==> src/rtl/imem_port_arbiter_pkg.sv <==
// Shared definitions for the imem fetch/debug port arbiter: owner codes,
// FSM state codes, default memory depth and the address legality check.
package imem_port_arbiter_pkg;

    localparam int unsigned IMEM_WORDS = 64;

    localparam logic [2:0] OWN_NONE  = 3'd0;
    localparam logic [2:0] OWN_F_RD  = 3'd1;
    localparam logic [2:0] OWN_F_ERR = 3'd2;
    localparam logic [2:0] OWN_D_RD  = 3'd3;
    localparam logic [2:0] OWN_D_WR  = 3'd4;
    localparam logic [2:0] OWN_D_ERR = 3'd5;

    localparam logic ST_RESET_HOLD = 1'b0;
    localparam logic ST_RUN        = 1'b1;

    // Misaligned or beyond the last word of the memory.
    function automatic logic addr_bad(input logic [31:0] addr, input int unsigned words);
        return (addr[1:0] != 2'b00) || ({2'b00, addr[31:2]} >= words);
    endfunction

endpackage

==> src/rtl/imem_arb_starve_ctr.sv <==
// Saturating count of consecutive cycles the fetch port lost arbitration;
// raises starved once the count reaches LIMIT.
module imem_arb_starve_ctr #(
    parameter int unsigned LIMIT = 4
) (
    input  logic clk,
    input  logic rst_n,
    input  logic inc,
    input  logic clr,
    output logic starved
);

    localparam logic [3:0] LIM = 4'(LIMIT);

    logic [3:0] cnt;

    always_ff @(posedge clk or negedge rst_n) begin
        if (!rst_n) begin
            cnt <= '0;
        end else if (clr) begin
            cnt <= '0;
        end else if (inc && (cnt < LIM)) begin
            cnt <= cnt + 4'd1;
        end
    end

    assign starved = (cnt >= LIM);

endmodule

==> src/rtl/imem_port_arbiter.sv <==
// Arbitrates the single-port imem between the fetch unit and the debug/loader
// port, one access per cycle, with a one-cycle response pipe.
module imem_port_arbiter
    import imem_port_arbiter_pkg::*;
#(
    parameter int unsigned MEM_WORDS    = IMEM_WORDS,
    parameter int unsigned STARVE_LIMIT = 4,
    parameter int unsigned INIT_CYCLES  = 2
) (
    input  logic        clk,
    input  logic        sys_rst_n,
    input  logic        f_req,
    input  logic [31:0] f_addr,
    output logic        f_gnt,
    output logic        f_rvalid,
    output logic [31:0] f_rdata,
    output logic        f_err,
    input  logic        d_req,
    input  logic        d_we,
    input  logic [31:0] d_addr,
    input  logic [31:0] d_wdata,
    output logic        d_gnt,
    output logic        d_rvalid,
    output logic        d_wack,
    output logic [31:0] d_rdata,
    output logic        d_err,
    output logic        mem_we,
    output logic [31:0] mem_a,
    output logic [31:0] mem_wdata,
    input  logic [31:0] mem_rd
);

    localparam int unsigned HOLD_W = (INIT_CYCLES > 1) ? $clog2(INIT_CYCLES) : 1;
    localparam logic [HOLD_W-1:0] HOLD_LAST = HOLD_W'(INIT_CYCLES - 1);

    logic              state;
    logic [HOLD_W-1:0] hold_cnt;
    logic [2:0]        owner_q;
    logic [2:0]        owner_next;
    logic              run;
    logic              starved;
    logic              f_bad;
    logic              d_bad;

    assign run   = (state == ST_RUN);
    assign f_bad = addr_bad(f_addr, MEM_WORDS);
    assign d_bad = addr_bad(d_addr, MEM_WORDS);

    imem_arb_starve_ctr #(
        .LIMIT(STARVE_LIMIT)
    ) u_starve (
        .clk     (clk),
        .rst_n   (sys_rst_n),
        .inc     (run && f_req && !f_gnt),
        .clr     (f_gnt),
        .starved (starved)
    );

    // Debug has priority unless fetch has been starved long enough.
    always_comb begin
        f_gnt = 1'b0;
        d_gnt = 1'b0;
        if (run) begin
            if (f_req && (!d_req || starved)) begin
                f_gnt = 1'b1;
            end else if (d_req) begin
                d_gnt = 1'b1;
            end
        end
    end

    always_comb begin
        mem_we    = 1'b0;
        mem_a     = '0;
        mem_wdata = '0;
        if (f_gnt) begin
            mem_a     = f_bad ? '0 : f_addr;
            mem_wdata = d_wdata;
        end else if (d_gnt) begin
            mem_a     = d_bad ? '0 : d_addr;
            mem_we    = d_we && !d_bad;
            mem_wdata = d_wdata;
        end
    end

    always_comb begin
        owner_next = OWN_NONE;
        if (f_gnt) begin
            owner_next = f_bad ? OWN_F_ERR : OWN_F_RD;
        end else if (d_gnt) begin
            owner_next = d_bad ? OWN_D_ERR : (d_we ? OWN_D_WR : OWN_D_RD);
        end
    end

    always_ff @(posedge clk or negedge sys_rst_n) begin
        if (!sys_rst_n) begin
            state    <= ST_RESET_HOLD;
            hold_cnt <= '0;
            owner_q  <= OWN_NONE;
        end else begin
            owner_q <= owner_next;
            if (state == ST_RESET_HOLD) begin
                if (hold_cnt == HOLD_LAST) begin
                    state <= ST_RUN;
                end else begin
                    hold_cnt <= hold_cnt + 1'b1;
                end
            end
        end
    end

    assign f_rvalid = (owner_q == OWN_F_RD);
    assign f_rdata  = f_rvalid ? mem_rd : '0;
    assign f_err    = (owner_q == OWN_F_ERR);
    assign d_rvalid = (owner_q == OWN_D_RD);
    assign d_rdata  = d_rvalid ? mem_rd : '0;
    assign d_wack   = (owner_q == OWN_D_WR);
    assign d_err    = (owner_q == OWN_D_ERR);

endmodule

==> config.mk <==
export PLATFORM = sky130hd
export DESIGN_NAME = imem_port_arbiter
export DESIGN_NICKNAME = d
export VERILOG_FILES = /design/src/rtl/imem_port_arbiter_pkg.sv /design/src/rtl/imem_arb_starve_ctr.sv /design/src/rtl/imem_port_arbiter.sv
export SDC_FILE = /design/constraint.sdc
export NUM_CORES = 1
export LEC_CHECK = 0
export ABC_CLOCK_PERIOD_IN_PS = 2000
export CAP_MARGIN = 15
export CORE_AREA = 8 8 99 101
export DETAILED_ROUTE_END_ITERATION = 16
export DIE_AREA = 0 0 107 109
export GPL_TIMING_DRIVEN = 1
export PLACE_DENSITY = 0.8
export SYNTH_ARGS = -nofsm -noshare
export SYNTH_HDL_FRONTEND = slang
export SYNTH_SLANG_ARGS = --single-unit
==> constraint.sdc <==
create_clock -name clk -period 2 [get_ports clk]
set_input_delay 0.4 -clock clk [delete_from_list [all_inputs] [get_ports clk]]
set_output_delay 0.4 -clock clk [all_outputs]
set_load 0.01 [all_outputs]
# ---- Yosys cells after proc, flatten, opt, wreduce, memory -nomap -nowiden
# Cells that the tools add are included.
dict set report totals {
  input_bits 133
  ff_bits 9
}
dict set report op_classes {
  n_reduce_logical 14
  addsub 2
  mux 25
  n_lt_le_gt_ge 4
  n_eq_ne 5
}
# operator count
set ops {}
lappend ops {{$mux 32} 8}
lappend ops {{$ge 30x7->1 const B} 2}
lappend ops {{$mux 3} 4}
lappend ops {{$mux 1} 10}
lappend ops {{$mux 4} 2}
lappend ops {{$eq 3x2->1 const B} 2}
lappend ops {{$eq 3x3->1 const B} 2}
lappend ops {{$reduce_bool 2->1} 3}
lappend ops {{$logic_and 1x1->1} 5}
lappend ops {{$add 4x1->4 const B} 1}
lappend ops {{$ge 4x3->1 const B} 1}
lappend ops {{$lt 4x3->1 const B} 1}
lappend ops {{$eq 3x1->1 const B} 1}
lappend ops {{$logic_not 1->1} 3}
lappend ops {{$logic_or 1x1->1} 3}
lappend ops {{$mux 2} 1}
lappend ops {{$add 1x1->1 const B} 1}

# ---- Longest topological paths before layout
dict set report logic_depth {
  word_depth 10
  mapped_depth 5
  mapped_depth_nobuf 4
}

# ---- By module
# A second synthesis with hierarchy kept.
dict set report unflattened {
  cells_unflattened 208
  hier_area_um2 1614.0
}
# module area_each_um2 cells_per_inst seq_area_each_um2 n_inst
set modules_own_cells {}
lappend modules_own_cells {imem_port_arbiter 1410.1 191 125.1 1}
lappend modules_own_cells {imem_arb_starve_ctr 203.9 17 100.1 1}

# ---- Worst setup path before layout
# OpenSTA, ideal clock, no wires.
dict set report synth_path {
  path_kind {input -> output}
  from {in d_addr[21]}
  to {out mem_we}
  setup_slack_ns 0.064
  t_required_ns 1.600
  stages 3
  t_arrival_ns 1.536
  path_cell_list {or4_4 > nor3_2 > and3_1}
}
dict set report synth_between {
  elab_chain_cells 6
}
# element line
set synth_rtl {}
lappend synth_rtl {{start, declared} imem_port_arbiter.sv:20} ;# input logic [31:0] d_addr,
lappend synth_rtl {{$ge 30x7->1} imem_port_arbiter_pkg.sv:19} ;# return (addr[1:0] != 2'b00) || ({2'b00, addr[31:2]} >= words);
lappend synth_rtl {{$logic_or 1x1->1} imem_port_arbiter_pkg.sv:19}
lappend synth_rtl {{$logic_not 1->1} imem_port_arbiter.sv:81} ;# mem_we = d_we && !d_bad;
lappend synth_rtl {{$logic_and 1x1->1} imem_port_arbiter.sv:81}
lappend synth_rtl {{$mux 1} imem_port_arbiter.sv:79} ;# end else if (d_gnt) begin
lappend synth_rtl {{$mux 1} imem_port_arbiter.sv:76} ;# if (f_gnt) begin
lappend synth_rtl {{end, declared} imem_port_arbiter.sv:27} ;# output logic mem_we,
# No other way between the ends.

# ---- Worst setup path in the final report
dict set report layout_path {
  from {in d_addr[17]}
  to {out mem_we}
}
# Same word-level chain as after synthesis.

==> results <==
cell families after synthesis:
| group | Yosys count |
|---|---|
| simple gates | 141 |
| buf+inv | 39 |
| compound gates | 14 |
| flops | 9 |
| fa+ha+maj | 1 |
| other cells | 1 |
power by group through the flow:
stage / sequential (W) / clock [W] / combinational, W
final: 0.000211 / 0.000212 / 0.000638
after global routing: 0.000213 / 0.000230 / 0.000694
after CTS: 0.000209 / 0.000216 / 0.000635
after detailed placement: 0.000212 / 0 / 0.000725
after global placement: 0.000210 / 0 / 0.000717
after floorplan: 0.000208 / 0 / 0.000247
worst max path at each step:
stage / to / depth (start not counted)
2_1_floorplan: mem_we / 3
3_3_place_gp: mem_we / 7
3_5_place_dp: mem_we / 7
4_1_cts: mem_we / 6
5_1_grt: mem_we / 7
6_report: mem_we / 7
state kept, by name, summed over array words and instances, names as in the netlist:
register / flops
hold_cnt: 1
owner_q: 3
run: 1
u_starve.cnt: 4
timing repair:
item                                    in CTS  in global routing
buffers inserted                             1                  2
hold endpoints to repair                     0                  0
pin swaps                                   24                 14
endpoints found under the setup margin     107                 37
cloned                                       1                  0
gates resized for setup                    270                 27
layer usage:
metal  GRT usage  part of all wire  wire [microns]  vias to the layer above
met5           0                 0               0                        -
met4      0.0151            0.0015              14                        0
met3      0.0715              0.14            1270                        2
met2       0.284              0.53            4840                      162
met1       0.132              0.33            3040                      979
li1            -                 -               -                     1132
per-stage QoR:
stage,std cells,TNS [ps]
after floorplan,230,0
after global placement,559,-19390
after detailed placement,559,-19770
after CTS,565,-333
after global routing,567,-1010
final,567,-211
worst max-delay path: stages:
cell and delay, ps:
buf_6 90, nor4_4 280, nand4_1 200, nor3_4 250, buf_6 150, and3_4 180, buf_6 90
placed cells by master (no fill, tap or decap), types with 2 or more instances in the layout:
master / instances
inv_1: 2
buf_2: 29
dfrtp_1: 9
dlygate4sd2_1: 107
clkbuf_8: 3
clkbuf_2: 2
o21ai_0: 2
buf_6: 6
clkdlybuf4s50_1: 81
nor4_2: 8
nor3b_1: 2
nand3_1: 2
buf_12: 3
clkdlybuf4s15_1: 15
nor2_1: 4
a32o_1: 5
nand4_1: 2
nor4_1: 2
buf_4: 15
conb_1: 26
dlymetal6s2s_1: 3
nand2_1: 3
and2_1: 104
area by class of cell:
type	instances	area, sq um
Clock buffer	3	41.3
Clock inverter	1	5.00
Fill cell	859	4390
Inverter	2	7.51
Multi-Input combinational cell	182	1210
Sequential cell	9	225
Tap cell	108	135
Timing Repair Buffer	262	2360
==> run_results.csv <==
group,metric,value,unit
die,io_pins,269,
sta,slew_violations,0,
min_path,holdCritStartpoint,"hold_cnt",
clocking,cts-htree-levels,1,
clocking,clock_sink_count,9,
logic_synthesis,synthAdderAreaFrac,0.00843,
logic_synthesis,synth_top_family_by_area,"simple AND/OR/NAND/NOR gates",
place,pre_cts_ws,-880,ps
die,start_util,0.177,
setup_path,critPathMaxFanout,7,
route,drt_wl_total,9.16,mm
place,place_area,0.00406,sq mm
power,p_clk_frac,0.199,
setup_path,arrival,1650,ps
min_path,whs_path_depth,1,
logic_synthesis,synth.area.top_cells,"and2_1 44%, dfrtp_1 15%, buf_4 13%",
global_route,grt_pass1_vias,2534,
layout,syn2layout_area_growth,169,%
min_path,hold_end,"hold_cnt",
place,place_hpwl,8.26,mm
logic_synthesis,synthTopCellsByCount,"104 x and2_1, 26 x buf_4, 11 x clkbuf_1, 11 x nor4_1, 9 x dfrtp_1",
place,gp_congestion,0.758,
sta,period_minus_slack,2050,ps
logic_synthesis,synth-edff-count,0,
power,seqPwrFrac,0.199,
sta,setup_violations,7,
clocking,cts_tree,"yes",
die,row_count,34,
power,power.total,0.00106,W
logic_synthesis,yosysTopAreaCellShare,0.438,
logic_synthesis,synthSimpleGateAreaFrac,0.594,
die,die_x,107,microns
layout,drive_gt1_frac,0.172,
global_route,antenna_found_initial,0,
power,p_comb_frac,0.601,
power,switchingPower,0.000339,W
setup_path,worstPathRequired,1600,ps
sta,timing.final.crit_share,1.02,
clocking,cts_buffers,3,
logic_synthesis,yosysSeqAreaShare,0.152,
global_route,grt_max_degree,34,
layout,antenna_cells,0,
global_route,overflow,0,
power,peakVddDrop,0.159,mV
route,drt_pre_antenna_iters,4,
run_status,violations,"setup timing",
setup_path,r2r_cells,4,
setup_path,r2r_start,"u_starve.cnt[2]",
route,routed-via-count,2275,
sta,hold-worst-slack,457,ps
layout,nets,594,
logic_synthesis,synth-xor-area-share,0,
clocking,clkTransAtPathRegs,50,ps
power,switching_share,0.320,
global_route,grt_pass1_wl,13.4,mm
logic_synthesis,yosys.area.top_type,"and2_1",
logic_synthesis,synth.mux.area_fraction,0,
flow_run,cap_viol_max_count,0,
setup_path,worstSetupStartpointType,"input pin",
route,initialDrtViolationCount,45,
run_status,outcome,"finished, violations left",
power,p_per_area,266,mW/mm^2
sta,finClkSkew,4.75,ps
logic_synthesis,synth_ff_type,"dfrtp_1",
setup_path,endpoint_kind,"output port",
route,drcViolationCount,0,
logic_synthesis,ys.warnings.count,0,
clocking,cts_buffer_depth,2,
logic_synthesis,yosysMostFrequentCell,"and2_1",
die,core,0.00838,sq mm
layout,design_area,0.00399,sq mm
clocking,cts_root_buffer,"clkbuf_8",
logic_synthesis,ys_ff_latch,9,
logic_synthesis,avgSynthCellArea,7.24,sq um
die,dieArea,0.0117,sq mm
logic_synthesis,synthCells,205,
logic_synthesis,synth.distinct_cells,31,
power,p_int,0.000722,W
setup_path,rr_endpoint,"owner_q[0]",
place,io_buffers,242,
sta,fin_ws,-46.4,ps
min_path,hp-class,"reg -> reg",
global_route,grtUsageTotal,0.144,
clocking,holdBufCountCts,0,
power,leakage,2.13,nW
logic_synthesis,syn-cell-area,0.00148,sq mm
setup_path,crit_path_start,"d_addr[17]",
logic_synthesis,async_reset_ff_frac,1.00,
setup_path,r2r_setup_slack,570,ps
sta,rsz0062_at_grt,"yes",
route,ant_nets,0,
setup_path,critPathKind,"in -> out",
logic_synthesis,synth-compound-area-share,0.0784,
route,via_per_inst,4.01,
clocking,clk_latency,230,ps
sta,finalHoldViolations,0,
sta,fmax,489,MHz
die,die_h,109,microns
layout,utilization,0.476,
route,wl_per_cell,16.2,microns
Note: power is estimated with default switching activity, not from simulation.
